## src/rtl/motion_cmd_sequencer_if.sv

```systemverilog
// Command channel between the motion backend and the sequencer.
// Valid/ready handshake; a command moves on any rising edge where both are high.
interface motion_cmd_sequencer_if #(
  parameter int DUR_W = 8
);
  logic             cmd_valid;
  logic             cmd_ready;
  logic [2:0]       cmd_op;
  logic [DUR_W-1:0] cmd_dur;

  modport master (output cmd_valid, output cmd_op, output cmd_dur, input  cmd_ready);
  modport slave  (input  cmd_valid, input  cmd_op, input  cmd_dur, output cmd_ready);
endinterface

```

## src/rtl/motion_cmd_sequencer.sv

```systemverilog
// Motion command sequencer: queues timed motion commands (op + duration in ticks)
// and plays them back one at a time on one-hot motor driver lines. A stop
// dead-time is inserted between differing motion ops, and an emergency stop
// aborts the running command and flushes the queue.
module motion_cmd_sequencer #(
  parameter int TICK_DIV   = 50000,
  parameter int DUR_W      = 8,
  parameter int FIFO_DEPTH = 4,
  parameter int DEAD_TICKS = 20
) (
  input  logic                             clk,
  input  logic                             rst_n,
  motion_cmd_sequencer_if.slave            cmd,
  input  logic                             estop,
  output logic                             fwd_out,
  output logic                             bwd_out,
  output logic                             left_out,
  output logic                             right_out,
  output logic                             stop_out,
  output logic                             cmd_done,
  output logic                             cmd_err,
  output logic                             busy,
  output logic [$clog2(FIFO_DEPTH+1)-1:0]  fifo_count
);
  localparam int CW    = $clog2(FIFO_DEPTH + 1);
  localparam int PTR_W = $clog2(FIFO_DEPTH);
  localparam int PW    = $clog2(TICK_DIV);
  localparam int DT_W  = $clog2(DEAD_TICKS + 2);
  localparam int TW    = (DUR_W > DT_W) ? DUR_W : DT_W;

  localparam logic [2:0] OP_STOP  = 3'd0;
  localparam logic [2:0] OP_FWD   = 3'd1;
  localparam logic [2:0] OP_BWD   = 3'd2;
  localparam logic [2:0] OP_LEFT  = 3'd3;
  localparam logic [2:0] OP_RIGHT = 3'd4;

  // Output vector order: {stop, right, left, bwd, fwd}
  localparam logic [4:0] OUT_STOP = 5'b10000;

  typedef enum logic [1:0] {S_IDLE, S_RUN, S_DEAD, S_HALT} state_t;

  state_t           state_q, state_d;
  logic [2:0]       op_mem  [FIFO_DEPTH];
  logic [DUR_W-1:0] dur_mem [FIFO_DEPTH];
  logic [PTR_W-1:0] wr_ptr_q, wr_ptr_d, rd_ptr_q, rd_ptr_d;
  logic [CW-1:0]    count_q, count_d;
  logic [2:0]       prev_op_q, prev_op_d, cur_op_q, cur_op_d;
  logic [DUR_W-1:0] hold_dur_q, hold_dur_d;
  logic [TW-1:0]    ticks_q, ticks_d;
  logic [PW-1:0]    presc_q, presc_d;
  logic             ready_q, ready_d, done_q, done_d, err_q, err_d, busy_q, busy_d;
  logic [4:0]       outs_q, outs_d;

  logic             push, pop, run_last, dead_last, bad_op;
  logic [2:0]       eff_prev, head_op;
  logic [DUR_W-1:0] head_dur;

  function automatic logic is_motion(input logic [2:0] op);
    return (op >= OP_FWD) && (op <= OP_RIGHT);
  endfunction

  // Queue storage; written on every accepted command, never reset
  always_ff @(posedge clk) begin
    if (push) begin
      op_mem[wr_ptr_q]  <= cmd.cmd_op;
      dur_mem[wr_ptr_q] <= cmd.cmd_dur;
    end
  end

  // Next-state: tick timing, launch decisions, queue bookkeeping, estop override
  always_comb begin
    state_d    = state_q;
    wr_ptr_d   = wr_ptr_q;
    rd_ptr_d   = rd_ptr_q;
    prev_op_d  = prev_op_q;
    cur_op_d   = cur_op_q;
    hold_dur_d = hold_dur_q;
    ticks_d    = ticks_q;
    presc_d    = presc_q;
    done_d     = 1'b0;
    err_d      = 1'b0;
    pop        = 1'b0;
    push       = cmd.cmd_valid && ready_q && !estop;
    run_last   = (state_q == S_RUN)  && (ticks_q == TW'(1)) && (presc_q == PW'(TICK_DIV - 1));
    dead_last  = (state_q == S_DEAD) && (ticks_q == TW'(1)) && (presc_q == PW'(TICK_DIV - 1));
    // At the end of a run the finishing op is what the next command follows
    eff_prev   = run_last ? cur_op_q : prev_op_q;
    head_op    = op_mem[rd_ptr_q];
    head_dur   = dur_mem[rd_ptr_q];
    bad_op     = head_op > OP_RIGHT;

    if ((state_q == S_RUN) || (state_q == S_DEAD)) begin
      if (presc_q == PW'(TICK_DIV - 1)) begin
        presc_d = '0;
        ticks_d = ticks_q - TW'(1);
      end else begin
        presc_d = presc_q + PW'(1);
      end
    end

    // Registered done must be visible during the last RUN cycle, so look one cycle ahead
    if ((state_q == S_RUN) && (ticks_q == TW'(1)) && (presc_q == PW'(TICK_DIV - 2))) begin
      done_d = 1'b1;
    end

    if (run_last) begin
      state_d   = S_IDLE;
      prev_op_d = (count_q == '0) ? OP_STOP : cur_op_q;
    end

    if (dead_last) begin
      state_d = S_RUN;
      presc_d = '0;
      ticks_d = TW'(hold_dur_q);
    end

    if (state_q == S_HALT) begin
      state_d = S_IDLE;
    end

    if (((state_q == S_IDLE) || run_last) && (count_q != '0)) begin
      pop      = 1'b1;
      rd_ptr_d = rd_ptr_q + PTR_W'(1);
      if (head_dur == '0) begin
        done_d = 1'b1;
        if (run_last && (count_q == CW'(1))) begin
          prev_op_d = OP_STOP;
        end
      end else begin
        err_d    = bad_op;
        cur_op_d = bad_op ? OP_STOP : head_op;
        presc_d  = '0;
        if (is_motion(head_op) && is_motion(eff_prev) && (head_op != eff_prev) && (DEAD_TICKS > 0)) begin
          state_d    = S_DEAD;
          ticks_d    = TW'(DEAD_TICKS);
          hold_dur_d = head_dur;
        end else begin
          state_d = S_RUN;
          ticks_d = TW'(head_dur);
        end
      end
    end

    if (push) begin
      wr_ptr_d = wr_ptr_q + PTR_W'(1);
    end

    count_d = count_q;
    if (push && !pop) begin
      count_d = count_q + CW'(1);
    end else if (pop && !push) begin
      count_d = count_q - CW'(1);
    end

    // Emergency stop wins over everything decided above
    if (estop) begin
      state_d   = S_HALT;
      wr_ptr_d  = '0;
      rd_ptr_d  = '0;
      count_d   = '0;
      prev_op_d = OP_STOP;
      cur_op_d  = OP_STOP;
      done_d    = 1'b0;
      err_d     = 1'b0;
    end

    outs_d = OUT_STOP;
    if (state_d == S_RUN) begin
      case (cur_op_d)
        OP_FWD:   outs_d = 5'b00001;
        OP_BWD:   outs_d = 5'b00010;
        OP_LEFT:  outs_d = 5'b00100;
        OP_RIGHT: outs_d = 5'b01000;
        default:  outs_d = OUT_STOP;
      endcase
    end

    ready_d = (count_d < CW'(FIFO_DEPTH)) && !estop;
    busy_d  = (state_d != S_IDLE) || (count_d != '0);
  end

  // FSM state, queue control and all registered outputs
  always_ff @(posedge clk or negedge rst_n) begin
    if (!rst_n) begin
      state_q    <= S_IDLE;
      wr_ptr_q   <= '0;
      rd_ptr_q   <= '0;
      count_q    <= '0;
      prev_op_q  <= OP_STOP;
      cur_op_q   <= OP_STOP;
      hold_dur_q <= '0;
      ticks_q    <= '0;
      presc_q    <= '0;
      ready_q    <= 1'b0;
      done_q     <= 1'b0;
      err_q      <= 1'b0;
      busy_q     <= 1'b0;
      outs_q     <= OUT_STOP;
    end else begin
      state_q    <= state_d;
      wr_ptr_q   <= wr_ptr_d;
      rd_ptr_q   <= rd_ptr_d;
      count_q    <= count_d;
      prev_op_q  <= prev_op_d;
      cur_op_q   <= cur_op_d;
      hold_dur_q <= hold_dur_d;
      ticks_q    <= ticks_d;
      presc_q    <= presc_d;
      ready_q    <= ready_d;
      done_q     <= done_d;
      err_q      <= err_d;
      busy_q     <= busy_d;
      outs_q     <= outs_d;
    end
  end

  assign cmd.cmd_ready = ready_q;
  assign fwd_out       = outs_q[0];
  assign bwd_out       = outs_q[1];
  assign left_out      = outs_q[2];
  assign right_out     = outs_q[3];
  assign stop_out      = outs_q[4];
  assign cmd_done      = done_q;
  assign cmd_err       = err_q;
  assign busy          = busy_q;
  assign fifo_count    = count_q;
endmodule

```

## src/flat_wrapper.sv

```systemverilog
// flat-port wrapper written by rule: the top's interface ports become plain ports
module motion_cmd_sequencer_flat 
#(
  parameter int TICK_DIV   = 50000,
  parameter int DUR_W      = 8,
  parameter int FIFO_DEPTH = 4,
  parameter int DEAD_TICKS = 20
)
  (clk, rst_n, estop, fwd_out, bwd_out, left_out, right_out, stop_out, cmd_done, cmd_err, busy, fifo_count, cmd_cmd_valid, cmd_cmd_op, cmd_cmd_dur, cmd_cmd_ready);
  motion_cmd_sequencer_if #(.DUR_W(DUR_W)) cmd_i ();
  input  logic clk;
  input  logic rst_n;
  input  logic estop;
  output logic fwd_out;
  output logic bwd_out;
  output logic left_out;
  output logic right_out;
  output logic stop_out;
  output logic cmd_done;
  output logic cmd_err;
  output logic busy;
  output logic [$clog2(FIFO_DEPTH+1)-1:0] fifo_count;
  input wire logic [$bits(cmd_i.cmd_valid)-1:0] cmd_cmd_valid;
  input wire logic [$bits(cmd_i.cmd_op)-1:0] cmd_cmd_op;
  input wire logic [$bits(cmd_i.cmd_dur)-1:0] cmd_cmd_dur;
  output wire logic [$bits(cmd_i.cmd_ready)-1:0] cmd_cmd_ready;
  assign cmd_i.cmd_valid = cmd_cmd_valid;
  assign cmd_i.cmd_op = cmd_cmd_op;
  assign cmd_i.cmd_dur = cmd_cmd_dur;
  assign cmd_cmd_ready = cmd_i.cmd_ready;
  motion_cmd_sequencer #(.TICK_DIV(TICK_DIV), .DUR_W(DUR_W), .FIFO_DEPTH(FIFO_DEPTH), .DEAD_TICKS(DEAD_TICKS)) u_core (.clk(clk), .rst_n(rst_n), .cmd(cmd_i), .estop(estop), .fwd_out(fwd_out), .bwd_out(bwd_out), .left_out(left_out), .right_out(right_out), .stop_out(stop_out), .cmd_done(cmd_done), .cmd_err(cmd_err), .busy(busy), .fifo_count(fifo_count));
endmodule
```

## config.mk

```make
export PLATFORM = sky130hd
export DESIGN_NAME = motion_cmd_sequencer_flat
export DESIGN_NICKNAME = d
export VERILOG_FILES = /design/src/rtl/motion_cmd_sequencer_if.sv /design/src/rtl/motion_cmd_sequencer.sv /design/src/flat_wrapper.sv
export SDC_FILE = /design/constraint.sdc
export NUM_CORES = 1
export LEC_CHECK = 0
export CAP_MARGIN = 15
export CORE_ASPECT_RATIO = 2
export CORE_MARGIN = 3
export CORE_UTILIZATION = 50
export DETAILED_ROUTE_END_ITERATION = 6
export DONT_BUFFER_PORTS = 1
export SYNTH_ARGS = -nofsm -noshare
export SYNTH_HDL_FRONTEND = slang
export SYNTH_SLANG_ARGS = --single-unit
export TNS_END_PERCENT = 5
```

## constraint.sdc

```tcl
create_clock -name clk -period 6.8 [get_ports clk]
set_clock_uncertainty 0.2 [all_clocks]
set_input_delay 0.68 -clock clk [delete_from_list [all_inputs] [get_ports clk]]
set_output_delay 0.68 -clock clk [all_outputs]
set_load 0.01 [all_outputs]
```

Word level (Yosys, flattened, before mapping)
Memories as Yosys holds them, arrays and structs flattened.
Index checks and enable logic that the tools add are counted.
Word-level totals
  register bits: 56
  RAM bits: 44
  input port bits: 15
  output and inout port bits: 12
  logic and storage cells: 121
  memories: 2
Memory list
  u_core.dur_mem: words 4, width 8, read ports 1, clocked after Yosys merged registers in 0, write ports 1, line motion_cmd_sequencer.sv:44  | logic [DUR_W-1:0] dur_mem [FIFO_DEPTH];
  u_core.op_mem: words 4, width 3, read ports 1, clocked after Yosys merged registers in 0, write ports 1, line motion_cmd_sequencer.sv:43  | logic [2:0] op_mem [FIFO_DEPTH];
Cells by class
  $add $sub $neg: 6
  magnitude comparators: 6
  equal/unequal tests: 13
  mux-type cells: 48
  bitwise operators: 1
  reduce and logical (&&, ||, !) cells: 31
Operators by type and width (count)
  $mux W16: 5
  $mux W8: 6
  $mux W3: 14
  $eq A16 B16 Y1 const B: 2
  $mux W2: 11
  $pmux W5 S4: 1
  $add A16 B1 Y16 const B: 1
  $logic_and A1 B1 Y1: 16
  $mux W1: 10
  $eq A8 B1 Y1 const B: 1
  $logic_not A8 Y1: 1
  $sub A8 B1 Y8 const B: 1
  $eq A3 B1 Y1 const B: 2
  $eq A3 B2 Y1 const B: 2
  $ge A3 B1 Y1 const B: 2
  $le A3 B3 Y1 const B: 2
  $reduce_bool A2 Y1: 3
  $reduce_bool A3 Y1: 2
  $mux W5: 1
  $add A2 B1 Y2 const B: 2
  $eq A2 B1 Y1 const B: 2
  $eq A2 B2 Y1 const B: 2
  $add A3 B1 Y3 const B: 1
  $eq A3 B3 Y1 const B: 1
  10 further kinds: 14

Longest topological paths before layout
Gate-level depths: netlist (run 1).
  depth after elaboration: 14
  depth in mapped cells: 12
  mapped depth without buffers: 9

Worst setup path after synthesis (run 1)
OpenSTA, ideal clock, no wires.
  path type: flip-flop to flip-flop
  from: reg u_core.rd_ptr_q[0]
  to: reg u_core.hold_dur_q[2]
  setup time: 127 ps
  arrival: 2787 ps
  required time: 6473 ps
  slack: 3685 ps
  cell stages (with the launch flop): 11
  buffers on the path: 3
  period minus slack after synthesis: 3115 ps
  cells stage by stage: dfrtp_1 > buf_6 > mux4_2 > or4_4 > nor2_4 > a21o_1 > buf_6 > inv_1 > a22oi_4 > buf_4 > mux2_1
On the way
  cells in the longest elaborated chain, start to end: 6
  elaborated cells on any way between the ends: 11
  classes of those cells: order compare: 2; eq/ne: 1; bitwise: 1; reduce/logical: 5; memory: 2
RTL lines
  start, declared: line motion_cmd_sequencer.sv:45  | logic [PTR_W-1:0] wr_ptr_q, wr_ptr_d, rd_ptr_q, rd_ptr_d;
  start signal, assigned: line motion_cmd_sequencer.sv:202  | rd_ptr_q <= rd_ptr_d;
  $mem_v2 Z4 W3
  $ge A3 B1 Y1 or $le A3 B3 Y1 (tied branches): line motion_cmd_sequencer.sv:59  | return (op >= OP_FWD) && (op <= OP_RIGHT);
  $logic_and A1 B1 Y1: line motion_cmd_sequencer.sv:59
  $logic_and A1 B1 Y1 (2 in series): line motion_cmd_sequencer.sv:133  | if (is_motion(head_op) && is_motion(eff_prev) && (head_op != eff_prev) && (DEAD_TICKS > 0)) begin
  $reduce_and A3 Y1 (no line)
  end signal, assigned: line motion_cmd_sequencer.sv:206  | hold_dur_q <= hold_dur_d;
  end, declared: line motion_cmd_sequencer.sv:48  | logic [DUR_W-1:0] hold_dur_q, hold_dur_d;
Several ways; a longest one is shown, not always the timed one.
A chain may end at the register's enable or synchronous reset.

Worst setup path in the final report (run 1)
  from: reg u_core.rd_ptr_q[0]
  to: reg u_core.hold_dur_q[4]
The elaborated chain is that of the path after synthesis.

==> reports/qor.csv, run 1 <==
metric,value,unit
worst slew pin tran,0.732,ns
Yosys cell types,65,
Leakage,2.15,nW
clock buffer depth,2,
DRT Wirelength,9.43,mm
Clk Tree Root Cell,clkbuf_16,
largest net degree at the start of global routing,57,
"flops & latches, synth",100,
total grt overflow,0,
predominant post-synthesis flop cell,dfrtp_1,
Post-synth ARST share,56.0,%
Setup crit start kind,flop,
Netlist Area Pre-Place,4870,um^2
post-CTS resize count,0,
via count,2887,
# DRC,0,
DR WL/cell,18.0,um
# setup viols final,0,
P per Cell Area,280,nW/um^2
placer congestion estimate,0.826,
CTS H-tree depth,3,
post-route ant nets,0,
"most common cell after layout, fill and taps aside",dfrtp_1,
DP Area,4960,um^2
HPWL Detailed,7.08,mm
Via density,5.51,
Initial Utilization,51.6,%
Starting DRT DRC Count,144,
Die ar.,11000,um^2
MaxCap Viol Count,0,
Layout Cells excl Fill,524,
arrival time at the worst endpoint,4.12,ns
row count,50,
kind of critical path,reg -> reg,
Worst-path clk slew,0.07,ns
fmax,0.244,GHz
Setup WS post-layout,2.71,ns
Slew headroom,50.8,%
fraction of layout cells with a size suffix above 1,11.9,%
unrepaired setup endpoints after global routing,false,
Vert. Die Dim,146,um
CP endpoint kind,flop,
Chip Width,75.8,um
placed instance count,506,
Avg Synthesized Cell Area,12.5,um^2
setup TNS,0,ns
vias in the first global route,3027,
Fill cells,809,
Post-synth EDFFs,44,
Global Route Usage Sum,18.5,%
core footprint,9450,um^2
worst-path fanout max,17,
Nets,420,
Final Core Density,55.8,%
syn nets,421,
Ys Warns,0,
status,"finished, final reports clean",
worst endpoint required time,6.83,ns
initial antenna violation count,0,
clock latency on the worst-skew pair,0.34,ns
Synth Instances,390,
# IOs,27,
crit share post-route,60.2,%
Final Hold Vio Count,0,
peak supply drop,217,uV
Final min period,4.09,ns
Num CTS Buffers,9,
ant diodes,0,
Worst Hold Class,in -> reg,
"commonest non-fill, non-tap cells in the layout","dfrtp_1, nor2_1, edfxtp_1",
clock tree sinks,100,
area grow syn2layout,8.22,%
pre-CTS setup slack,2.63,ns
Slew Limit Fails,0,
"Seq/Total Area, Yosys",55.9,%
TritonCTS clock tree,yes,
cell area after layout,5270,um^2
Detailed Routing Iterations Pass 1,4,
first-pass GRT wire length,15.2,mm
# port buffers,0,
## critical path, cell delays in order (launching register included)
cell and delay [ns]:
dfrtp_1 0.77, mux4_1 0.69, or4_4 0.57, nor2_4 0.16, a21o_1 0.50, inv_1 0.20, a22oi_4 0.51, mux2_2 0.40
## path summary, 6_finish.rpt
kind                                            from                   end  slack, ns  cells after the start
worst max-delay path              u_core.rd_ptr_q[0]  u_core.hold_dur_q[4]       2.71                      7
worst min-delay path                           estop  u_core.fifo_count[2]       0.20                      1
worst max register to register    u_core.rd_ptr_q[0]  u_core.hold_dur_q[4]       2.71                      7
worst min register to register  u_core.hold_dur_q[3]  u_core.hold_dur_q[3]       0.30                      1
max in group asynchronous                      rst_n      u_core.outs_q[4]       5.43                      2
min in group asynchronous                      rst_n     u_core.ticks_q[4]       0.64                      2
## metrics by stage
stage / power [mW] / hold slack (ns)
3_3_place_gp: 1.00 / 0.186
6_report: 1.47 / 0.197
4_1_cts: 1.49 / 0.00271
5_1_grt: 1.55 / 0.185
3_5_place_dp: 1.01 / 0.186
2_1_floorplan: 0.946 / 0.184
## metal layers
metal	wire length, um	global-route usage (%)	vias to the layer above	share of wire (%)
met4	127	6.74	0	1.3
li1	-	-	1411	-
met2	5620	34.8	29	60
met3	235	3.46	7	2.5
met1	3450	18.9	1440	37
met5	0	0	-	0
## where the power goes
group	leakage, nW	total [mW]	internal (mW)	switching [mW]
registers	1.14	0.745	0.686	0.0589
clock network	0.135	0.471	0.250	0.221
logic	0.874	0.259	0.113	0.146
total	2.15	1.47	1.05	0.426
## registers in the layout (all words and copies together) (netlist names)
| register | cells |
|---|---|
| u_core.dur_mem | 32 |
| u_core.presc_q | 16 |
| u_core.op_mem | 12 |
| u_core.hold_dur_q | 8 |
| u_core.ticks_q | 8 |
| u_core.outs_q | 5 |
| u_core.cur_op_q | 3 |
| u_core.fifo_count | 3 |
| u_core.prev_op_q | 3 |
| u_core.rd_ptr_q | 2 |
| u_core.state_q | 2 |
| u_core.wr_ptr_q | 2 |
| u_core.busy | 1 |
| u_core.cmd.cmd_ready | 1 |
| u_core.cmd_done | 1 |
| u_core.cmd_err | 1 |
## repair_timing
item	in CTS	in global routing
hold buffers	1	1
endpoints found under the setup margin	0	0
hold endpoints to repair	56	3
buffers inserted	0	0
## synth_stat cells, types with 3 or more instances
| cell type | number | area share (%) |
|---|---|---|
| dfrtp_1 | 55 | 28 |
| nand2b_1 | 4 | 0.51 |
| ha_1 | 16 | 4.1 |
| nand4_1 | 7 | 0.90 |
| inv_1 | 19 | 1.5 |
| nand3_1 | 14 | 1.4 |
| a22o_1 | 5 | 0.90 |
| mux2i_1 | 5 | 1.0 |
| mux2_2 | 7 | 1.6 |
| xnor2_1 | 14 | 2.5 |
| and2_1 | 9 | 1.2 |
| mux4_1 | 3 | 1.6 |
| a21o_1 | 6 | 0.92 |
| nor4_1 | 3 | 0.39 |
| nor3b_1 | 3 | 0.46 |
| xor2_1 | 11 | 2.0 |
| nand2_1 | 24 | 1.8 |
| clkbuf_1 | 9 | 0.69 |
| mux4_2 | 8 | 3.7 |
| a211oi_1 | 3 | 0.46 |
| a21oi_1 | 13 | 1.3 |
| and3_1 | 6 | 0.77 |
| nor2_1 | 45 | 3.5 |
| o21ai_0 | 5 | 0.51 |
| nor3_1 | 3 | 0.31 |
| edfxtp_1 | 44 | 27 |
## cell type report
type                       instances  area, um^2  share of cell area [%]
multi-input combinational        257        2000                    37.9
clock inverter                     7        51.3                   0.973
tap                              130         163                    3.08
clock buffer                       9         225                    4.27
timing repair buffer               2        37.5                   0.712
inverter                          19        71.3                    1.35
sequential                       100        2720                    51.7
## cells by family after synthesis
group                    Yosys count  synth area share (%)
AND/OR/NAND/NOR                  139                  15.8
flip-flops                       100                  55.9
AO/OA/AOI/OAI                     51                  7.94
buffers and inverters             33                  3.03
multiplexers                      26                  8.71
XOR/XNOR                          25                  4.49
adder cells (fa/ha/maj)           16                  4.11
Power figures use the tool's default switching activity.
==> inputs of run 2 (changes only) <==
Clock period 6.8 ns to 4.1 ns, I/O delays scaled along.
==> reports/qor.csv, run 2 (same netlist as run 1, synthesis figures left out) <==
metric,value,unit
Final Hold Vio Count,0,
status,"finished, final reports clean",
CTS H-tree depth,3,
Nets,438,
kind of critical path,reg -> reg,
Seq pwr share,49.6,%
clock tree sinks,100,
Num CTS Buffers,9,
worst-path fanout max,16,
Setup crit start kind,flop,
Hold Slack,0.0329,ns
Int Pwr,1.76,mW
DR WL/cell,17.0,um
via count,2918,
Chip Width,75.8,um
clock latency on the worst-skew pair,0.34,ns
Worst Hold Class,in -> reg,
total grt overflow,0,
first-pass GRT wire length,15.4,mm
core footprint,9450,um^2
fraction of layout cells with a size suffix above 1,13.3,%
crit share post-route,86.2,%
worst endpoint required time,4.12,ns
"commonest non-fill, non-tap cells in the layout","dfrtp_1, nor2_1, edfxtp_1",
placer congestion estimate,0.810,
TritonCTS clock tree,yes,
Vert. Die Dim,146,um
sw frac,29.0,%
vias in the first global route,3141,
top flop regs,"u_core.dur_mem (32), u_core.presc_q (16), u_core.op_mem (12)",
clock buffer depth,2,
switching power,0.718,mW
max reg flops,32,
unrepaired setup endpoints after global routing,false,
"most common cell after layout, fill and taps aside",dfrtp_1,
Global Route Usage Sum,18.7,%
DRT Wirelength,9.24,mm
Initial Utilization,51.6,%
# port buffers,0,
peak supply drop,331,uV
HPWL Detailed,6.87,mm
Logic pwr share,18.1,%
Via density,5.38,
post-CTS resize count,0,
Clock Power Share,32.3,%
worst slew pin tran,0.604,ns
MaxCap Viol Count,0,
CP endpoint kind,flop,
initial antenna violation count,0,
# DRC,0,
setup TNS,0,ns
# setup viols final,0,
row count,50,
Die ar.,11000,um^2
fmax,0.283,GHz
P per Cell Area,455,nW/um^2
Slew headroom,59.7,%
Biggest register,u_core.dur_mem,
Final min period,3.53,ns
arrival time at the worst endpoint,3.55,ns
Fill cells,777,
Leakage,2.23,nW
Clk Tree Root Cell,clkbuf_16,
# IOs,27,
Worst-path clk slew,0.07,ns
ant diodes,0,
Starting DRT DRC Count,74,
largest net degree at the start of global routing,57,
Slew Limit Fails,0,
reg2reg setup slack,0.57,ns
area grow syn2layout,11.8,%
Detailed Routing Iterations Pass 1,4,
post-route ant nets,0,
[run 2: path summary, 6_finish.rpt]
check	from	depth (start not counted)	end
max	u_core.rd_ptr_q[0]	9	u_core.hold_dur_q[0]
min	cmd_cmd_valid	2	u_core.wr_ptr_q[1]
max reg2reg	u_core.rd_ptr_q[0]	9	u_core.hold_dur_q[0]
min reg2reg	u_core.hold_dur_q[3]	1	u_core.hold_dur_q[3]
max in group asynchronous	rst_n	2	u_core.outs_q[4]
min in group asynchronous	rst_n	2	u_core.presc_q[4]
[run 2: power groups by stage]
stage,registers [mW],logic [mW],clock network (mW)
2_1_floorplan,1.23,0.344,0
5_1_grt,1.24,0.516,0.864
6_report,1.23,0.449,0.800
4_1_cts,1.23,0.458,0.832
3_5_place_dp,1.25,0.423,0
3_3_place_gp,1.25,0.422,0
[run 2: cell type report]
cell class / instances / area (um^2) / area share [%]
Clock inverter: 7 / 58.8 / 1.08
Sequential cell: 100 / 2720 / 50.0
Multi-Input combinational cell: 257 / 2000 / 36.7
Timing Repair Buffer: 20 / 203 / 3.72
Clock buffer: 9 / 225 / 4.14
Inverter: 19 / 71.3 / 1.31
Tap cell: 130 / 163 / 2.99
[run 2: worst max-delay path: stages (launching register included)]
cell,delay (ns)
dfrtp_1,0.33
buf_4,0.24
mux4_1,0.63
or4_4,0.57
nor2_4,0.17
a21o_1,0.14
buf_4,0.17
nor3_1,0.09
a22oi_4,0.47
mux2_2,0.40
[run 2: through the flow]
step	area [um^2]	setup WS, ns	instances	power (mW)	util (%)
CTS	5450	0.527	542	2.52	57.6
detailed placement	5000	0.535	512	1.67	53.0
floorplan	4870	0.985	390	1.57	-
global route	5450	0.416	542	2.62	57.6
global placement	5000	0.624	512	1.67	53.0
finish	5450	0.567	542	2.48	57.6
[run 2: routing by layer]
| metal | part of all wire [%] | vias to the layer above | GRT usage [%] |
|---|---|---|---|
| li1 | - | 1447 | - |
| met1 | 38 | 1423 | 21.0 |
| met2 | 58 | 34 | 33.4 |
| met3 | 2.3 | 14 | 2.84 |
| met4 | 2.2 | 0 | 7.97 |
| met5 | 0 | - | 0 |
[run 2: what timing repair did]
item / 4_1_cts / 5_1_grt
setup buffers: 0 / 0
hold endpoints to repair: 109 / 0
hold buffers: 14 / 0
